## config.mk

```make
export PLATFORM = sky130hd
export DESIGN_NAME = riscv_multicycle_ctrl
export DESIGN_NICKNAME = d
export VERILOG_FILES = /design/src/rtl/riscv_ctrl_pkg.sv /design/src/rtl/riscv_mem_watchdog.sv /design/src/rtl/riscv_multicycle_ctrl.sv
export SDC_FILE = /design/constraint.sdc
export NUM_CORES = 1
export LEC_CHECK = 0
export ABC_CLOCK_PERIOD_IN_PS = 2800
export BUFFER_PORTS_ARGS = -buffer_cell sky130_fd_sc_hd__buf_4
export CELL_PAD_IN_SITES_DETAIL_PLACEMENT = 0
export CELL_PAD_IN_SITES_GLOBAL_PLACEMENT = 1
export CORE_MARGIN = 1.5
export CORE_UTILIZATION = 41
export DETAILED_ROUTE_END_ITERATION = 12
export PLACE_DENSITY_LB_ADDON = 0.1
export SYNTH_ARGS = -nofsm -noshare
export SYNTH_HDL_FRONTEND = slang
export SYNTH_SLANG_ARGS = --single-unit
```

## constraint.sdc

```tcl
create_clock -name clock -period 2.8 [get_ports clock]
set_input_delay 0.14 -clock clock [delete_from_list [all_inputs] [get_ports clock]]
set_output_delay 0.14 -clock clock [all_outputs]
set_load 0.02 [all_outputs]
```

## src/rtl/riscv_ctrl_pkg.sv

```systemverilog
// Shared definitions for the multi-cycle RISC-V control slice.
// Contents: FSM state encoding, opcode and funct3 constants, ALU control
// codes, trap cause codes, and decode helpers for the EXEC-phase ALU settings.
package riscv_ctrl_pkg;

  typedef enum logic [3:0] {
    ST_IDLE   = 4'd0,
    ST_FETCH  = 4'd1,
    ST_DECODE = 4'd2,
    ST_EXEC   = 4'd3,
    ST_MEM_RD = 4'd4,
    ST_MEM_WR = 4'd5,
    ST_WB     = 4'd6,
    ST_BRANCH = 4'd7,
    ST_TRAP   = 4'd8
  } state_t;

  typedef enum logic [1:0] {
    CAUSE_NONE    = 2'd0,
    CAUSE_ILLEGAL = 2'd1,
    CAUSE_TIMEOUT = 2'd2
  } trap_cause_t;

  localparam logic [6:0] OP_R  = 7'b0110011;
  localparam logic [6:0] OP_I  = 7'b0010011;
  localparam logic [6:0] OP_LW = 7'b0000011;
  localparam logic [6:0] OP_SW = 7'b0100011;
  localparam logic [6:0] OP_BR = 7'b1100011;

  localparam logic [2:0] F3_BEQ = 3'b000;
  localparam logic [2:0] F3_BNE = 3'b001;
  localparam logic [2:0] F3_SR  = 3'b101;

  localparam logic [3:0] ALU_ADD = 4'b0000;
  localparam logic [3:0] ALU_SUB = 4'b1000;
  localparam logic [3:0] ALU_SRA = 4'b1101;

  // ALU control for the compute phase. Only shifts-right carry IR[30] for
  // I-type, since for other I-type ops that bit is part of the immediate.
  function automatic logic [3:0] exec_alu_op(input logic [31:0] ir);
    logic [3:0] op;
    case (ir[6:0])
      OP_R:    op = {ir[30], ir[14:12]};
      OP_I:    op = {ir[30] & (ir[14:12] == F3_SR), ir[14:12]};
      default: op = ALU_ADD;
    endcase
    return op;
  endfunction

  // ALU B operand: register for R-type and branches, immediate otherwise.
  function automatic logic exec_src_b(input logic [31:0] ir);
    logic sel;
    case (ir[6:0])
      OP_R:    sel = 1'b0;
      OP_BR:   sel = 1'b0;
      default: sel = 1'b1;
    endcase
    return sel;
  endfunction

endpackage

```

## src/rtl/riscv_mem_watchdog.sv

```systemverilog
// Memory wait watchdog: counts cycles spent waiting on a memory handshake
// and flags a timeout on the last permitted cycle.
// Ports: clock, rst (async, active-high); start clears the count; active marks
// a waiting cycle; ready is the memory handshake; timeout is asserted when the
// final allowed cycle passes without ready.
module riscv_mem_watchdog #(
  parameter int MEM_TIMEOUT = 16
) (
  input  logic clock,
  input  logic rst,
  input  logic start,
  input  logic active,
  input  logic ready,
  output logic timeout
);

  localparam int CW = (MEM_TIMEOUT > 1) ? $clog2(MEM_TIMEOUT) : 1;
  localparam logic [CW-1:0] LAST = CW'(MEM_TIMEOUT - 1);

  logic [CW-1:0] count;

  // Wait counter; never passes LAST because the timeout leaves the wait state.
  always_ff @(posedge clock or posedge rst) begin
    if (rst) begin
      count <= '0;
    end else if (start) begin
      count <= '0;
    end else if (active && !ready) begin
      count <= count + CW'(1);
    end
  end

  // A ready on the final cycle wins over the timeout.
  assign timeout = active && !ready && (count == LAST);

endmodule

```

## src/rtl/riscv_multicycle_ctrl.sv

```systemverilog
// Multi-cycle control FSM for the RV32 subset R/I-ALU, LW, SW, BEQ/BNE.
// Sequences FETCH/DECODE/EXEC/MEM/WB, latches the instruction register and
// drives every datapath select and strobe from the state and latched IR.
// Ports: clock, rst (async, active-high), run, instr, mem_ready, zero in;
// ir_write, pc_write, pc_src, reg_write, wb_sel, mem_read, mem_write,
// alu_src_b, alu_op, state_o (debug), trap/trap_cause (sticky), retired out.
module riscv_multicycle_ctrl
  import riscv_ctrl_pkg::*;
#(
  parameter int MEM_TIMEOUT = 16,
  parameter int XLEN        = 32
) (
  input  logic            clock,
  input  logic            rst,
  input  logic            run,
  input  logic [31:0]     instr,
  input  logic            mem_ready,
  input  logic            zero,
  output logic            ir_write,
  output logic            pc_write,
  output logic            pc_src,
  output logic            reg_write,
  output logic            wb_sel,
  output logic            mem_read,
  output logic            mem_write,
  output logic            alu_src_b,
  output logic [3:0]      alu_op,
  output logic [3:0]      state_o,
  output logic            trap,
  output logic [1:0]      trap_cause,
  output logic [XLEN-1:0] retired
);

  state_t      state;
  state_t      state_next;
  logic [31:0] ir;
  logic [6:0]  opcode;
  logic [2:0]  funct3;
  logic        wd_start;
  logic        wd_active;
  logic        wd_timeout;
  logic        retire;
  logic        trap_set;
  trap_cause_t cause_set;

  assign opcode  = ir[6:0];
  assign funct3  = ir[14:12];
  assign state_o = state;

  // The count restarts whenever the FSM changes state, which covers every
  // entry into FETCH/MEM_RD/MEM_WR including MEM_WR -> FETCH.
  assign wd_start = (state_next != state);

  riscv_mem_watchdog #(
    .MEM_TIMEOUT(MEM_TIMEOUT)
  ) u_watchdog (
    .clock  (clock),
    .rst    (rst),
    .start  (wd_start),
    .active (wd_active),
    .ready  (mem_ready),
    .timeout(wd_timeout)
  );

  // State register.
  always_ff @(posedge clock or posedge rst) begin
    if (rst) begin
      state <= ST_IDLE;
    end else begin
      state <= state_next;
    end
  end

  // Instruction register, loaded on the fetch handshake.
  always_ff @(posedge clock or posedge rst) begin
    if (rst) begin
      ir <= 32'h0000_0000;
    end else if (ir_write) begin
      ir <= instr;
    end
  end

  // Sticky trap flag; the first recorded cause is kept.
  always_ff @(posedge clock or posedge rst) begin
    if (rst) begin
      trap       <= 1'b0;
      trap_cause <= CAUSE_NONE;
    end else if (trap_set && !trap) begin
      trap       <= 1'b1;
      trap_cause <= cause_set;
    end
  end

  // Retired-instruction counter, wraps naturally.
  always_ff @(posedge clock or posedge rst) begin
    if (rst) begin
      retired <= '0;
    end else if (retire) begin
      retired <= retired + XLEN'(1);
    end
  end

  // Next-state and output decode.
  always_comb begin
    state_next = state;
    ir_write   = 1'b0;
    pc_write   = 1'b0;
    pc_src     = 1'b0;
    reg_write  = 1'b0;
    wb_sel     = 1'b0;
    mem_read   = 1'b0;
    mem_write  = 1'b0;
    alu_src_b  = 1'b0;
    alu_op     = ALU_ADD;
    wd_active  = 1'b0;
    retire     = 1'b0;
    trap_set   = 1'b0;
    cause_set  = CAUSE_NONE;

    case (state)
      ST_IDLE: begin
        state_next = run ? ST_FETCH : ST_IDLE;
      end

      ST_FETCH: begin
        wd_active = 1'b1;
        if (mem_ready) begin
          ir_write   = 1'b1;
          state_next = ST_DECODE;
        end else if (wd_timeout) begin
          trap_set   = 1'b1;
          cause_set  = CAUSE_TIMEOUT;
          state_next = ST_TRAP;
        end else begin
          state_next = ST_FETCH;
        end
      end

      ST_DECODE: begin
        case (opcode)
          OP_R, OP_I, OP_LW, OP_SW: state_next = ST_EXEC;
          OP_BR: begin
            if (funct3 == F3_BEQ || funct3 == F3_BNE) begin
              state_next = ST_BRANCH;
            end else begin
              trap_set   = 1'b1;
              cause_set  = CAUSE_ILLEGAL;
              state_next = ST_TRAP;
            end
          end
          default: begin
            trap_set   = 1'b1;
            cause_set  = CAUSE_ILLEGAL;
            state_next = ST_TRAP;
          end
        endcase
      end

      ST_EXEC: begin
        alu_src_b = exec_src_b(ir);
        alu_op    = exec_alu_op(ir);
        case (opcode)
          OP_LW:   state_next = ST_MEM_RD;
          OP_SW:   state_next = ST_MEM_WR;
          default: state_next = ST_WB;
        endcase
      end

      ST_MEM_RD: begin
        // Address selects stay put for the whole access.
        mem_read  = 1'b1;
        alu_src_b = 1'b1;
        wd_active = 1'b1;
        if (mem_ready) begin
          state_next = ST_WB;
        end else if (wd_timeout) begin
          trap_set   = 1'b1;
          cause_set  = CAUSE_TIMEOUT;
          state_next = ST_TRAP;
        end else begin
          state_next = ST_MEM_RD;
        end
      end

      ST_MEM_WR: begin
        mem_write = 1'b1;
        alu_src_b = 1'b1;
        wd_active = 1'b1;
        if (mem_ready) begin
          pc_write   = 1'b1;
          retire     = 1'b1;
          state_next = run ? ST_FETCH : ST_IDLE;
        end else if (wd_timeout) begin
          trap_set   = 1'b1;
          cause_set  = CAUSE_TIMEOUT;
          state_next = ST_TRAP;
        end else begin
          state_next = ST_MEM_WR;
        end
      end

      ST_WB: begin
        // ALU selects are held so an unregistered ALU result stays valid.
        alu_src_b  = exec_src_b(ir);
        alu_op     = exec_alu_op(ir);
        reg_write  = 1'b1;
        wb_sel     = (opcode == OP_LW);
        pc_write   = 1'b1;
        retire     = 1'b1;
        state_next = run ? ST_FETCH : ST_IDLE;
      end

      ST_BRANCH: begin
        alu_op     = ALU_SUB;
        pc_write   = 1'b1;
        pc_src     = (funct3 == F3_BEQ) ? zero : ~zero;
        retire     = 1'b1;
        state_next = run ? ST_FETCH : ST_IDLE;
      end

      ST_TRAP: begin
        state_next = ST_TRAP;
      end

      default: begin
        state_next = ST_IDLE;
      end
    endcase
  end

endmodule

```

==> flow_summary.toml, run 1 <==
[global_route]
grt_busiest_layer = "met2"
overflow = 0
use_met3 = 0.0379
grt_pass1_vias = 2064
grt_pass1_wl_mm = 9.94
grt_max_degree = 24
grt.total_usage = 0.174
antenna_found_initial = 0
grtUsageMet2 = 0.291
met1_usage = 0.228

[floorplanning]
fp.dieArea_um2 = 7260
initial_core_util = 0.431
die_w_um = 85.2
core.rowCount = 29
core_um2 = 6420
fp.dieH_um = 85.2
io-pin-count = 88

[drt]
vias = 2130
drt_pass1_iterations = 10
routed_wl_mm = 5.98
wl_per_cell_um = 14.7
drc = 3
viasPerCell = 5.23
antenna_left = 0
drt_iter0_markers = 72

[status]
violations = "DRC"
status = "complete, but fails checks"

[clocking]
cts_tree = "done"
cts-root-buf = "clkbuf_8"
cts_setup_buffers = 0
insertion_delay_ns = 0.32
htreeDepth = 2
cts.sinks = 54
clk_transition_reported_paths_ns = 0.10
cts.path.max_buffers = 2
cts_made_buffers = 5

[power_and_ir_drop]
switching_share = 0.387
p_comb_frac = 0.339
clkPwrFrac = 0.193
p_int_uw = 1510
p_switching_uw = 954
p_leak_uw = 0.00161
p_seq_frac = 0.469
power_density_nw_per_um2 = 717
vdd_drop_max_uv = 394

[logic_synthesis]
ys_seq_area_frac = 0.488
yosysWarnings = 0
ys_seq_elements = 54
avgSynthCellArea_um2 = 10.6
synthDistinctLibCells = 52
syn-num-nets = 301
ys.flop_type = "dfrtp_1"
synth-edff-count = 0
syn_inst = 262
async_flop_share = 1.00
synth_area_um2 = 2770

[setup_path]
cp_top_family = "flip-flops"
cp_slowest_cell = "dfrtp_1"
critPathCaptureType = "output port"
setup.worst_path.start_class = "register"
path_class = "register to output port"
critPathBufInv = 1
cp.required_ns = 2.66
critPathArrivalTime_ns = 2.22
path_cells = "xnor2_1, nor4b_1, nand3_1, o21ai_0, buf_4"
crit_path_max_fanout = 21
slowest_delay_ns = 0.80

[sta]
rsz0062_at_grt = "false"
finalCriticalPeriod_ns = 2.36
fin_worst_skew_ns = 0.00878
slew_violations = 0
fin_crit_sh = 0.842
fmaxAchievable_mhz = 424
slew_headroom = 0.541
hold_viol = 0
timing.setup.tns_ns = 0
setup_slack_ns = 0.443
setup_viol = 0
worst_slew_pin_slew_ns = 0.689

[placed_design]
port_buffers = 66
gp_congestion = 0.765
hpwl_mm = 4.36
dp_slack_ns = 0.727

[cells_and_area]
diodes = 0
final_core_util = 0.535
nets = 368
area_growth_pct = 24.2
n_fill_cell = 609
final_layout_size_suffix_gt1_frac = 0.306

[min_path]
hold_path.class = "primary input to register"

[flow_run]
drv_cap = 0
[power groups by stage]
| stage | Combinational, uW | Sequential (uW) | Clock (uW) |
|---|---|---|---|
| finish | 835 | 1160 | 475 |
| detailed placement | 840 | 1170 | 0 |
| CTS | 844 | 1150 | 487 |
| global route | 926 | 1190 | 515 |
| global placement | 836 | 1170 | 0 |
| floorplan | 684 | 1080 | 0 |
[area by class of cell]
cell class	count	area, um2	area share
inverters	7	26.3	0.00764
flip-flops and latches	54	1350	0.393
clock buffers	6	82.6	0.0240
clock inverters	2	16.3	0.00473
multi-input cells	192	1350	0.391
well taps	77	96.3	0.0280
repair buffers	69	520	0.151
[worst register-to-register path: stages (launching register included)]
cell	delay, ns
dfrtp_1	0.68
nand2b_1	0.33
nor3_2	0.36
and2_1	0.28
nand4_1	0.14
xnor2_1	0.15
[repair_timing]
action	CTS	global route
resized for setup	0	0
hold endpoints to repair	18	0
hold buffers	1	0
[final timing paths]
check	start	to	slack (ns)	depth (start not counted)
setup reg to reg	state_o[2]	retired[31]	0.77	5
hold / removal	instr[5]	ir[5]	0.03	3
setup / recovery	state_o[0]	alu_op[3]	0.44	5
max in group asynchronous	rst	retired[3]	1.74	4
hold reg to reg	retired[19]	retired[19]	0.50	1
min in group asynchronous	rst	retired[14]	0.38	3
[cell usage after synthesis (2+ instances only)]
cell type / number / area [um2]
dfrtp_1: 54 / 1350
nand2_1: 29 / 109
xnor2_1: 26 / 228
nor2_1: 16 / 60.1
xor2_1: 11 / 96.3
mux2_2: 10 / 113
o21ai_0: 10 / 50.1
nand3_1: 9 / 45.0
nand4_1: 9 / 56.3
and2_1: 8 / 50.1
and4_1: 7 / 61.3
inv_1: 7 / 26.3
nor3_1: 7 / 35.0
nor4_1: 5 / 31.3
a21oi_1: 4 / 20.0
buf_2: 4 / 20.0
and3_1: 3 / 18.8
a31oi_1: 2 / 12.5
a41o_1: 2 / 20.0
buf_4: 2 / 15.0
clkbuf_1: 2 / 7.51
ha_1: 2 / 25.0
nor2b_1: 2 / 12.5
nor4b_1: 2 / 17.5
o32ai_1: 2 / 17.5
[flip-flops by register name, summed over array words and instances (netlist names)]
register	count
ir	11
state_o	4
trap_cause	2
retired	32
u_watchdog.count	4
trap	1
[through the flow]
step / cell area [um2] / instances / power (uW) / hold slack (ns)
after floorplan: 2770 / 262 / 1770 / 0.244
after global placement: 3330 / 398 / 2010 / 0.176
after detailed placement: 3330 / 398 / 2010 / 0.183
after CTS: 3440 / 407 / 2490 / 0.0203
after global routing: 3440 / 407 / 2630 / 0.0201
final: 3440 / 407 / 2470 / 0.0255
[logic make-up (layout without fill, tap and decap cells)]
logic type | count (synthesis) | count (layout) | synth area share
buffers and inverters | 16 | 84 | 0.0262
xor gates and xnor gates | 37 | 37 | 0.117
muxes | 11 | 11 | 0.0443
AOI/OAI and AO/OA | 29 | 29 | 0.0732
DFF | 54 | 54 | 0.488
and+or+nand+nor | 113 | 113 | 0.242
adders and majority gates | 2 | 2 | 0.00904
[layer usage]
| layer | part of all wire | up-vias |
|---|---|---|
| met5 | 0 | - |
| met4 | 0.012 | 0 |
| met3 | 0.044 | 6 |
| met2 | 0.49 | 45 |
| met1 | 0.45 | 1016 |
| li1 | - | 1063 |
[placed cells by master (no fill, tap or decap), types with 2 or more instances in the layout]
cell type,instances
a41o_1,2
nand3_1,9
and2_1,8
inv_1,6
xnor2_1,26
nand4_1,9
and3_1,3
nor2_1,16
ha_1,2
nor4b_1,2
nor2b_1,2
clkbuf_8,6
nor3_1,7
o21ai_0,10
and4_1,7
a21oi_1,4
nand2_1,29
nor4_1,5
dfrtp_1,54
o32ai_1,2
xor2_1,11
a31oi_1,2
buf_4,68
mux2_2,10
(Power assumes the default switching activity.)
==> run 2: changes to the inputs <==
Settings changed: ABC_CLOCK_PERIOD_IN_PS 2800 to 2000, CORE_UTILIZATION 41 to 35.
Clock period 2.8 ns to 2 ns, I/O delays scaled along.
==> flow_summary.toml, run 2 (synthesis gave the netlist of run 1 again) <==
[status]
status = "finished, final reports clean"

[cells_and_area]
layout_commonest_cell = "buf_4"
diodes = 0
reg_top3 = "retired (32), ir (11)"
top_register = "retired"
n_fill_cell = 749
final_cell_mix = "buf_4, dfrtp_1, nand2_1"
final_layout_size_suffix_gt1_frac = 0.359
nets = 392
area_growth_pct = 35.3
largest_register_ffs = 32

[drt]
wl_per_cell_um = 13.7
viasPerCell = 4.88
drt_pass1_iterations = 4
routed_wl_mm = 6.24
drt_iter0_markers = 67
drc = 0
antenna_left = 0
vias = 2224

[setup_path]
cp.required_ns = 1.90
cp_slowest_cell = "dfrtp_1"
critPathArrivalTime_ns = 1.86
reg2reg_depth = 5
rr_endpoint = "u_watchdog.count[3]"
setup.worst_path.start_class = "register"
path_class = "register to output port"
path_cells = "and4bb_2, nand3_4, nor4b_4, buf_4, nand3_2, o21ai_2, buf_6"
crit_path_max_fanout = 4
r2r-start = "ir[4]"
critPathCaptureType = "output port"
slowest_delay_ns = 0.40
reg2reg_setup_slack_ns = 0.12

[sta]
fin_crit_sh = 0.982
setup_slack_ns = 0.0356
finalCriticalPeriod_ns = 1.96
setup_viol = 0
slew_headroom = 0.615
fmaxAchievable_mhz = 509
slew_violations = 0
worst_slew_pin_slew_ns = 0.576
whs_ns = 0.0205
rsz0062_at_grt = "true"
hold_viol = 0
fin_worst_skew_ns = 0.0119

[power_and_ir_drop]
switching_share = 0.364
p_leak_uw = 0.00176
p_comb_frac = 0.396
power_density_nw_per_um2 = 1050
vdd_drop_max_uv = 568
p_seq_frac = 0.382
power_uw = 3950
p_int_uw = 2510
clkPwrFrac = 0.222
p_switching_uw = 1430

[clocking]
cts-root-buf = "clkbuf_8"
cts_made_buffers = 5
htreeDepth = 2
clk_transition_reported_paths_ns = 0.09
cts_tree = "done"
insertion_delay_ns = 0.31
cts.path.max_buffers = 2
cts.sinks = 54

[min_path]
hold_path.class = "primary input to register"
hold_depth = 2
holdPathEnd = "ir[13]"
hp-start = "instr[13]"

[flow_run]
drv_cap = 0

[global_route]
grt_max_degree = 27
antenna_found_initial = 0
grt.total_usage = 0.156
grt_pass1_wl_mm = 10.5
grt_pass1_vias = 2187
overflow = 0

[floorplanning]
initial_core_util = 0.360
die_w_um = 91.9
core.rowCount = 32
fp.dieArea_um2 = 8450
io-pin-count = 88
core_um2 = 7690
fp.dieH_um = 91.9

[placed_design]
port_buffers = 66
dp_slack_ns = 0.173
gp_congestion = 0.769
hpwl_mm = 4.66
## run 2: critical path: cells and delay by family, from the launching register on
| family | cells | cell delay [ns] |
|---|---|---|
| simple gates | 4 | 0.79 |
| compound gates | 1 | 0.07 |
| buf+inv | 2 | 0.29 |
| flops | 1 | 0.40 |
## run 2: how the worst max path moves through the flow
stage / start / end / slack [ns] / depth (start not counted)
final: ir[3] / alu_op[3] / 0.04 / 7
after global routing: ir[2] / alu_op[3] / -0.1 / 7
after CTS: ir[2] / alu_op[3] / 0.006 / 7
after detailed placement: ir[4] / u_watchdog.count[1] / 0.17 / 5
after global placement: state_o[2] / u_watchdog.count[0] / 0.23 / 5
after floorplan: state_o[1] / wb_sel / 0.20 / 5
## run 2: timing repair
action / CTS / global route
pin swaps: 1 / 2
hold endpoints to repair: 26 / 2
hold buffers: 3 / 2
buffers inserted: 1 / 2
setup endpoints to repair: 4 / 5
resized for setup: 1 / 10
## run 2: area by class of cell
type                    instances  area (um2)  area share
repair buffers                 93         718       0.192
flip-flops and latches         54        1350       0.361
clock inverters                 3        68.8      0.0184
multi-input cells             192        1380       0.369
well taps                     102         128      0.0341
clock buffers                   5        68.8      0.0184
inverters                       7        26.3     0.00701
## run 2: per-stage QoR
stage	setup TNS, ns	instances	util	instance area [um2]
floorplan	0	262	-	2770
global placement	0	440	0.454	3490
detailed placement	0	440	0.454	3490
CTS	0	452	0.477	3670
global route	-0.333	456	0.487	3750
finish	0	456	0.487	3750
## run 2: power by group through the flow
stage / combinational, uW / sequential, uW / clock (uW)
2_1_floorplan: 957 / 1520 / 0
3_5_place_dp: 1490 / 1520 / 0
6_report: 1560 / 1510 / 877
4_1_cts: 1510 / 1500 / 912
3_3_place_gp: 1470 / 1530 / 0
5_1_grt: 1710 / 1540 / 955
## run 2: per-layer routing
metal  track usage  share of wire  up-vias
met2         0.275           0.51       44
li1              -              -     1110
met5             0              0        -
met4        0.0500         0.0078        0
met3        0.0290          0.035        4
met1         0.192           0.45     1066
